===== src/rtl/vga_tile_engine.sv =====
// VGA timing generator, tile-map fetch and palette pipeline; pixels reach the pins 2 pixel periods after their counters.
// Optional macro VGA_SCORE_BAR_EN: yellow score bar over the top 8 active lines.
module vga_tile_engine #(
  parameter int H_ACTIVE   = 640,
  parameter int H_FP       = 16,
  parameter int H_SYNC     = 96,
  parameter int H_BP       = 48,
  parameter int V_ACTIVE   = 480,
  parameter int V_FP       = 10,
  parameter int V_SYNC     = 2,
  parameter int V_BP       = 33,
  parameter bit SYNC_POL   = 1'b0,
  parameter int PIX_DIV    = 1,
  parameter int TILE_SHIFT = 5,
  parameter int GRID_COLS  = 20,
  parameter int GRID_ROWS  = 15,
  parameter int ADDR_W     = 9,
  parameter int TILE_W     = 2,
  parameter int CB         = 4
) (
  input  logic              clk,
  input  logic              reset,
  input  logic [TILE_W-1:0] tile_rdata,
  input  logic [9:0]        score,
  output logic              re,
  output logic [ADDR_W-1:0] raddr,
  output logic [CB-1:0]     R_out,
  output logic [CB-1:0]     G_out,
  output logic [CB-1:0]     B_out,
  output logic              HSync,
  output logic              VSync,
  output logic              vblank_start
);

  localparam int H_TOTAL = H_ACTIVE + H_FP + H_SYNC + H_BP;
  localparam int V_TOTAL = V_ACTIVE + V_FP + V_SYNC + V_BP;
  localparam int H_W     = $clog2(H_TOTAL);
  localparam int V_W     = $clog2(V_TOTAL);
  localparam int DIV_W   = (PIX_DIV > 1) ? $clog2(PIX_DIV) : 1;
  localparam logic [H_W-1:0] H_LAST = H_W'(H_TOTAL - 1);
  localparam logic [V_W-1:0] V_LAST = V_W'(V_TOTAL - 1);

  logic [DIV_W-1:0]  div;
  logic [H_W-1:0]    hcnt;
  logic [V_W-1:0]    vcnt;
  logic [ADDR_W-1:0] raddr_q;
  logic              pe;
  logic [31:0]       h_int, v_int;
  logic              active0, in_grid0, hs_raw0, vs_raw0;
  logic [ADDR_W-1:0] addr0;
  logic              s1_active, s1_in_grid, s1_hs, s1_vs;
  logic [CB-1:0]     col_r, col_g, col_b;

  assign pe    = (32'(div) == PIX_DIV - 1);
  assign h_int = 32'(hcnt);
  assign v_int = 32'(vcnt);

  assign active0  = (h_int < H_ACTIVE) && (v_int < V_ACTIVE);
  assign in_grid0 = active0 && ((h_int >> TILE_SHIFT) < GRID_COLS) &&
                    ((v_int >> TILE_SHIFT) < GRID_ROWS);
  assign hs_raw0  = (h_int >= H_ACTIVE + H_FP) && (h_int < H_ACTIVE + H_FP + H_SYNC);
  assign vs_raw0  = (v_int >= V_ACTIVE + V_FP) && (v_int < V_ACTIVE + V_FP + V_SYNC);
  assign addr0    = ADDR_W'((v_int >> TILE_SHIFT) * GRID_COLS + (h_int >> TILE_SHIFT));

  // Gated by reset so a held reset never fetches or signals vblank from the parked counters.
  assign re           = reset && pe && in_grid0;
  assign raddr        = re ? addr0 : raddr_q;
  assign vblank_start = reset && pe && (hcnt == '0) && (v_int == V_ACTIVE);

`ifdef VGA_SCORE_BAR_EN
  logic bar0, s1_bar;
  assign bar0 = (v_int < 8) && (h_int < {20'd0, score, 2'b00});
`else
  logic unused_score;
  assign unused_score = ^score;
`endif

  always_comb begin
    col_r = '0;
    col_g = '0;
    col_b = '0;
    if (s1_active && s1_in_grid) begin
      case (tile_rdata)
        TILE_W'(0): col_b = '0;
        TILE_W'(1): col_g = '1;
        TILE_W'(2): col_r = '1;
        TILE_W'(3): begin
          col_r = '1;
          col_g = '1;
          col_b = '1;
        end
        default: col_b = '1;
      endcase
    end
`ifdef VGA_SCORE_BAR_EN
    if (s1_active && s1_bar) begin
      col_r = '1;
      col_g = '1;
      col_b = '0;
    end
`endif
  end

  always_ff @(posedge clk) begin
    if (!reset) begin
      div        <= '0;
      hcnt       <= '0;
      vcnt       <= '0;
      raddr_q    <= '0;
      s1_active  <= 1'b0;
      s1_in_grid <= 1'b0;
      s1_hs      <= 1'b0;
      s1_vs      <= 1'b0;
`ifdef VGA_SCORE_BAR_EN
      s1_bar     <= 1'b0;
`endif
      R_out      <= '0;
      G_out      <= '0;
      B_out      <= '0;
      HSync      <= ~SYNC_POL;
      VSync      <= ~SYNC_POL;
    end else begin
      div <= pe ? '0 : div + 1'b1;
      if (re) raddr_q <= addr0;
      if (pe) begin
        if (hcnt == H_LAST) begin
          hcnt <= '0;
          vcnt <= (vcnt == V_LAST) ? '0 : vcnt + 1'b1;
        end else begin
          hcnt <= hcnt + 1'b1;
        end
        s1_active  <= active0;
        s1_in_grid <= in_grid0;
        s1_hs      <= hs_raw0;
        s1_vs      <= vs_raw0;
`ifdef VGA_SCORE_BAR_EN
        s1_bar     <= bar0;
`endif
        // tile_rdata belongs to the stage-1 pixel: the RAM holds it until the next re lands.
        R_out <= col_r;
        G_out <= col_g;
        B_out <= col_b;
        HSync <= s1_hs ? SYNC_POL : ~SYNC_POL;
        VSync <= s1_vs ? SYNC_POL : ~SYNC_POL;
      end
    end
  end

endmodule


===== config.mk =====
export PLATFORM = sky130hd
export DESIGN_NAME = vga_tile_engine
export DESIGN_NICKNAME = d
export VERILOG_FILES = /design/src/rtl/vga_tile_engine.sv
export SDC_FILE = /design/constraint.sdc
export NUM_CORES = 1
export LEC_CHECK = 0
export ABC_CLOCK_PERIOD_IN_PS = 6990
export BUFFER_PORTS_ARGS = -buffer_cell sky130_fd_sc_hd__buf_2
export CORE_MARGIN = 3
export CORE_UTILIZATION = 30
export CTS_CLUSTER_SIZE = 20
export DETAILED_ROUTE_END_ITERATION = 12
export PLACE_DENSITY = 0.58
export REMOVE_ABC_BUFFERS = 1
export SLEW_MARGIN = 5
export SYNTH_ARGS = -nofsm -noshare
export SYNTH_HDL_FRONTEND = slang
export SYNTH_SLANG_ARGS = --single-unit
export TNS_END_PERCENT = 5

===== constraint.sdc =====
create_clock -name clk -period 6.99 [get_ports clk]
set_input_delay 0.699 -clock clk [delete_from_list [all_inputs] [get_ports clk]]
set_output_delay 0.699 -clock clk [all_outputs]
set_load 0.01 [all_outputs]

### Yosys cells after proc, flatten, opt, wreduce, memory -nomap -nowiden

Cells that the tools add are included.

| cells by class | value |
|---|---|
| $lt $le $gt $ge | 8 |
| reductions and logical operators | 15 |
| bitwise gates (word level) | 1 |
| equality and inequality tests | 6 |
| $add $sub $neg | 4 |
| multiplexer cells | 11 |
| multiply operators | 1 |

Operator list:

| kind | count |
|---|---|
| 2-to-1 mux 4 bit | 6 |
| adder 10 x 1 -> 10 bit (second input constant) | 2 |
| equality test 10 bit (second input constant) | 2 |
| < comparator 10 bit (second input constant) | 2 |
| < comparator 10 x 9 -> 1 bit (second input constant) | 2 |
| 2-to-1 mux 10 bit | 2 |
| equality test 10 x 9 -> 1 bit (second input constant) | 1 |
| >= comparator 10 bit (second input constant) | 1 |
| >= comparator 10 x 9 -> 1 bit (second input constant) | 1 |
| logical AND 1 bit | 10 |
| zero test 10 bit | 1 |
| adder 9 x 5 -> 9 bit | 1 |
| 2-to-1 mux 9 bit | 1 |
| multiplier 5 x 3 -> 7 bit (second input constant) | 1 |
| < comparator 5 x 4 -> 1 bit (second input constant) | 1 |
| < comparator 5 bit (second input constant) | 1 |
| equality test 2 bit (second input constant) | 2 |
| AND reduction 2 bit | 2 |
| OR reduction 2 bit | 2 |
| equality test 2 x 1 -> 1 bit (second input constant) | 1 |
| 2-to-1 mux 1 bit | 2 |
| adder 1 bit (second input constant) | 1 |
| inverter 1 bit | 1 |

| storage, ports and cells | value |
|---|---|
| output and inout bits | 25 |
| register bits | 48 |
| logic and storage cells | 59 |
| bits of input ports | 14 |

### Logic depth before layout (Yosys ltp)

| depth | value |
|---|---|
| depth in word-level cells | 6 |
| gate-level depth with buffers | 8 |
| mapped depth without buffers | 8 |

### Least setup slack after synthesis

OpenSTA, ideal clock, no wires.

| timing path | value |
|---|---|
| kind | register -> output |
| from | reg vcnt[6] |
| to | out raddr[8] |
| path buffers | 0 |
| setup slack | 4.059 ns |
| cell stages (with the launch flop) | 7 |
| arrival time | 2.232 ns |
| required time | 6.291 ns |
| cell sequence | dfxtp_1 -> ha_1 -> ha_1 -> fa_1 -> o211ai_1 -> or3_1 -> a32oi_1 |

| on the way | value |
|---|---|
| word-level cells in the longest chain between the ends | 6 |
| elaborated cells between the ends (all ways) | 9 |
| classes of those cells | 1 x add/sub; 1 x mul; 2 x order compare; 1 x mux; 4 x reduce/logical |

Ends and longest elaborated chain:

| what | line | RTL |
|---|---|---|
| start, declared | 45 | `logic [V_W-1:0] vcnt;` |
| start signal, assigned | 128 | `vcnt <= (vcnt == V_LAST) ? '0 : vcnt + 1'b1;` |
| parallel branches: the longest is 5 deep, another holds adder 9 x 5 -> 9 bit | -- |  |
| 2-to-1 mux 9 bit * | -- |  |
| end, declared | 26 | `output logic [ADDR_W-1:0] raddr,` |

Mark *: on every way between the ends.

### Final worst setup path

Ends and elaborated chain as after synthesis.

==> results.toml <==
[sta]
drv_slew = 0
tns_ns = 0
rsz0062_at_grt = "no"
fmax_mhz = 285
max_slew_margin_pct = 34.5
fin_skew_ns = 0.00864
post-route-period-util_pct = 50.1
finalSetupViolCount = 0
finalHoldViolCount = 0
worstMarginPinSlew_ns = 0.974
whs_ns = 0.453
setup_slack_ns = 3.49
period_needed_ns = 3.50

[drt]
routedWlPerCell_um = 11.5
vias = 1666
first_pass_iters = 4
wl_mm = 4.05
drt-initial-drc-count = 50
vias_per_cell = 4.71
antenna_left = 0
drcViolationCount = 0

[setup_path]
cpMaxStageDelayCell = "fa_1"
rr_worst_depth = 6
crit_path_end_kind = "primary output"
worst-path-buf-inv = 1
cp_cell_sequence = "ha_1, ha_1, fa_1, o211ai_1, or3_1, a32oi_1, buf_2"
critPathLaunchType = "flip-flop"
crit_fanout = 9
required_ns = 6.29
crit_path_frequent_cell = "ha_1"
r2r_start = "vcnt[6]$_SDFFE_PN0P_"
timing.rr.end = "raddr_q[8]$_SDFF_PN0_"
crit_arrival_ns = 2.81
r2r_slack_ns = 4.61
path_class = "reg -> out"
critPathTopFamily = "adder cells"
cpPeakStageDelay_ns = 0.54

[die]
core_region_area_mm2 = 0.00660
io_pins = 39
die-area_mm2 = 0.00811
placementRows = 29
die_w_um = 90.0
start_util_pct = 32.1
die_h_um = 90.0

[run_status]
status = "completed"

[clock_tree]
cts_max_path_buffers = 2
htreeDepth = 2
numCtsBuffers = 5
clkSinkCount = 39
clkTransAtPathRegs_ns = 0.08
cts_tree = "built"
post_cts_resized = 0
post_cts_buffers = 0
cts-root-buf = "clkbuf_8"
worstSkewPairLatency_ns = 0.29
cts_hold_buf = 0

[cells_and_area]
layout-drive-gt1-share_pct = 15.7
stdcell_area_mm2 = 0.00235
final_common_cell = "dfxtp_1"
fin_nets = 289
diodes = 0
syn_to_final_growth_pct = 10.9
fillers = 718
finalNonFillerCells = 354
mostFrequentLayoutCells = "dfxtp_1 (39), nand2_1 (35), buf_2 (28)"

[run]
cap_viol_max_count = 0

[synthesis]
synth_edf_count = 0
synth_seq_area_share_pct = 36.9
async_reset_ff_share_pct = 0
syn_area_mm2 = 0.00212
yosys_warnings = 0
synthDistinctLibCells = 45
synth.avg_cell_area_um2 = 8.72
synth_ff_type = "dfxtp_1"
synth-seq-cells = 39
synthCells = 243

[hold_path]
hold_path.class = "reg -> reg"
min_path_cells = 1
worstHoldStart = "s1_vs$_SDFFE_PN0N_"
hold-path-endpoint = "VSync$_SDFFE_PN1N_"

[power_and_ir_drop]
seq_power_share_pct = 57.6
p_sw_w = 0.0000967
p_int_w = 0.000303
combPwrFrac_pct = 4.6
p_clk_share_pct = 37.8
p_leak_nw = 1.02
power.density_mw_per_mm2 = 170
vdd_drop_max_uv = 72.7
p_sw_share_pct = 24.2

[grt]
grt_max_degree = 29
grt_antenna_before_repair = 0
grt_pass1_wl_mm = 7.22
grt_util_all_layers_pct = 10.6
use_met1_pct = 13.7
grt_pass1_vias = 1586
use_met3_pct = 2.59
grt_use_met2_pct = 17.0
top_usage_layer = "met2"
grt_overflow_total = 0

[placement]
io_buffer_count = 28
dpl.cell_count = 346
place_area_mm2 = 0.00226
pre_cts_ws_ns = 3.66
dp_hpwl_mm = 2.86
globalplace.congestion = 0.733
-- power groups by stage --
stage | Sequential (W) | Clock, W | Combinational (W)
detailed placement | 0.000235 | 0 | 0.0000188
global placement | 0.000235 | 0 | 0.0000188
global route | 0.000231 | 0.000166 | 0.0000216
CTS | 0.000230 | 0.000158 | 0.0000190
floorplan | 0.000235 | 0 | 0.0000108
finish | 0.000230 | 0.000151 | 0.0000184
-- state kept, by name, indices dropped and copies added (netlist names) --
register    count
B_out           1
G_out           1
HSync           1
R_out           1
VSync           1
div             1
hcnt           10
raddr_q         9
s1_active       1
s1_hs           1
s1_in_grid      1
s1_vs           1
vcnt           10
-- cells in the mapped netlist (3+ instances only) --
library cell  instances  share of area, %
a21boi_0              4               1.4
a21oi_1               5               1.2
a311oi_1              3               1.2
and2_1               10               3.0
buf_4                 9               3.2
clkbuf_1              7               1.2
dfxtp_1              39                37
ha_1                 13               7.7
inv_1                11               1.9
nand2_1              35               6.2
nand3_1               8               1.9
nand4_1               4               1.2
nand4b_1              4               1.7
nor2_1               17               3.0
nor2b_1               5               1.5
nor3_1                4              0.95
o211ai_1              3               1.1
o21ai_0              10               2.4
xnor2_1              12               5.0
xor2_1                7               2.9
-- worst max-delay path by stage --
stage                          from       end  slack, ns  depth (start not counted)
6_report       vcnt[6]$_SDFFE_PN0P_  raddr[8]       3.49                          7
4_1_cts        vcnt[6]$_SDFFE_PN0P_  raddr[8]       3.47                          7
3_5_place_dp                  reset  raddr[0]       3.66                          7
3_3_place_gp                  reset  raddr[0]       3.64                          7
2_1_floorplan  vcnt[6]$_SDFFE_PN0P_  raddr[8]       4.06                          6
5_1_grt        vcnt[6]$_SDFFE_PN0P_  raddr[8]       3.28                          8
-- kinds of logic after synthesis --
group                    Yosys count  share of synthesized area (%)
AO/OA/AOI/OAI                     33                           10.3
XOR/XNOR                          19                           7.86
adder cells (fa/ha/maj)           15                           9.57
buffers and inverters             29                           7.15
flip-flops                        39                           36.9
multiplexers                       1                          0.473
other                              1                          0.177
AND/OR/NAND/NOR                  106                           27.6
-- layer usage --
metal | vias to the layer above | part of all wire, %
met3 | 8 | 5.4
li1 | 859 | -
met4 | 0 | 1.7
met1 | 761 | 51
met5 | - | 0
met2 | 38 | 42
-- worst register-to-register path, cell delays in order, from the launching register on --
cell	delay, ns
dfxtp_1	0.52
ha_1	0.30
ha_1	0.23
fa_1	0.54
o211ai_1	0.16
or3_1	0.40
a31oi_1	0.17
-- metrics by stage --
stage / total power [W] / utilization, %
2_1_floorplan: 0.000246 / -
3_3_place_gp: 0.000254 / 34.3
3_5_place_dp: 0.000254 / 34.3
4_1_cts: 0.000406 / 35.6
5_1_grt: 0.000418 / 35.6
6_report: 0.000399 / 35.6
-- area by class of cell --
class	instances	area [um2]	share of cell area, %
repair buffers	28	140	5.96
flip-flops and latches	39	781	33.2
well taps	93	116	4.95
multi-input cells	175	1190	50.5
inverters	11	41.3	1.76
clock buffers	6	72.6	3.09
clock inverters	2	12.5	0.532
Power figures use the tool's default switching activity.
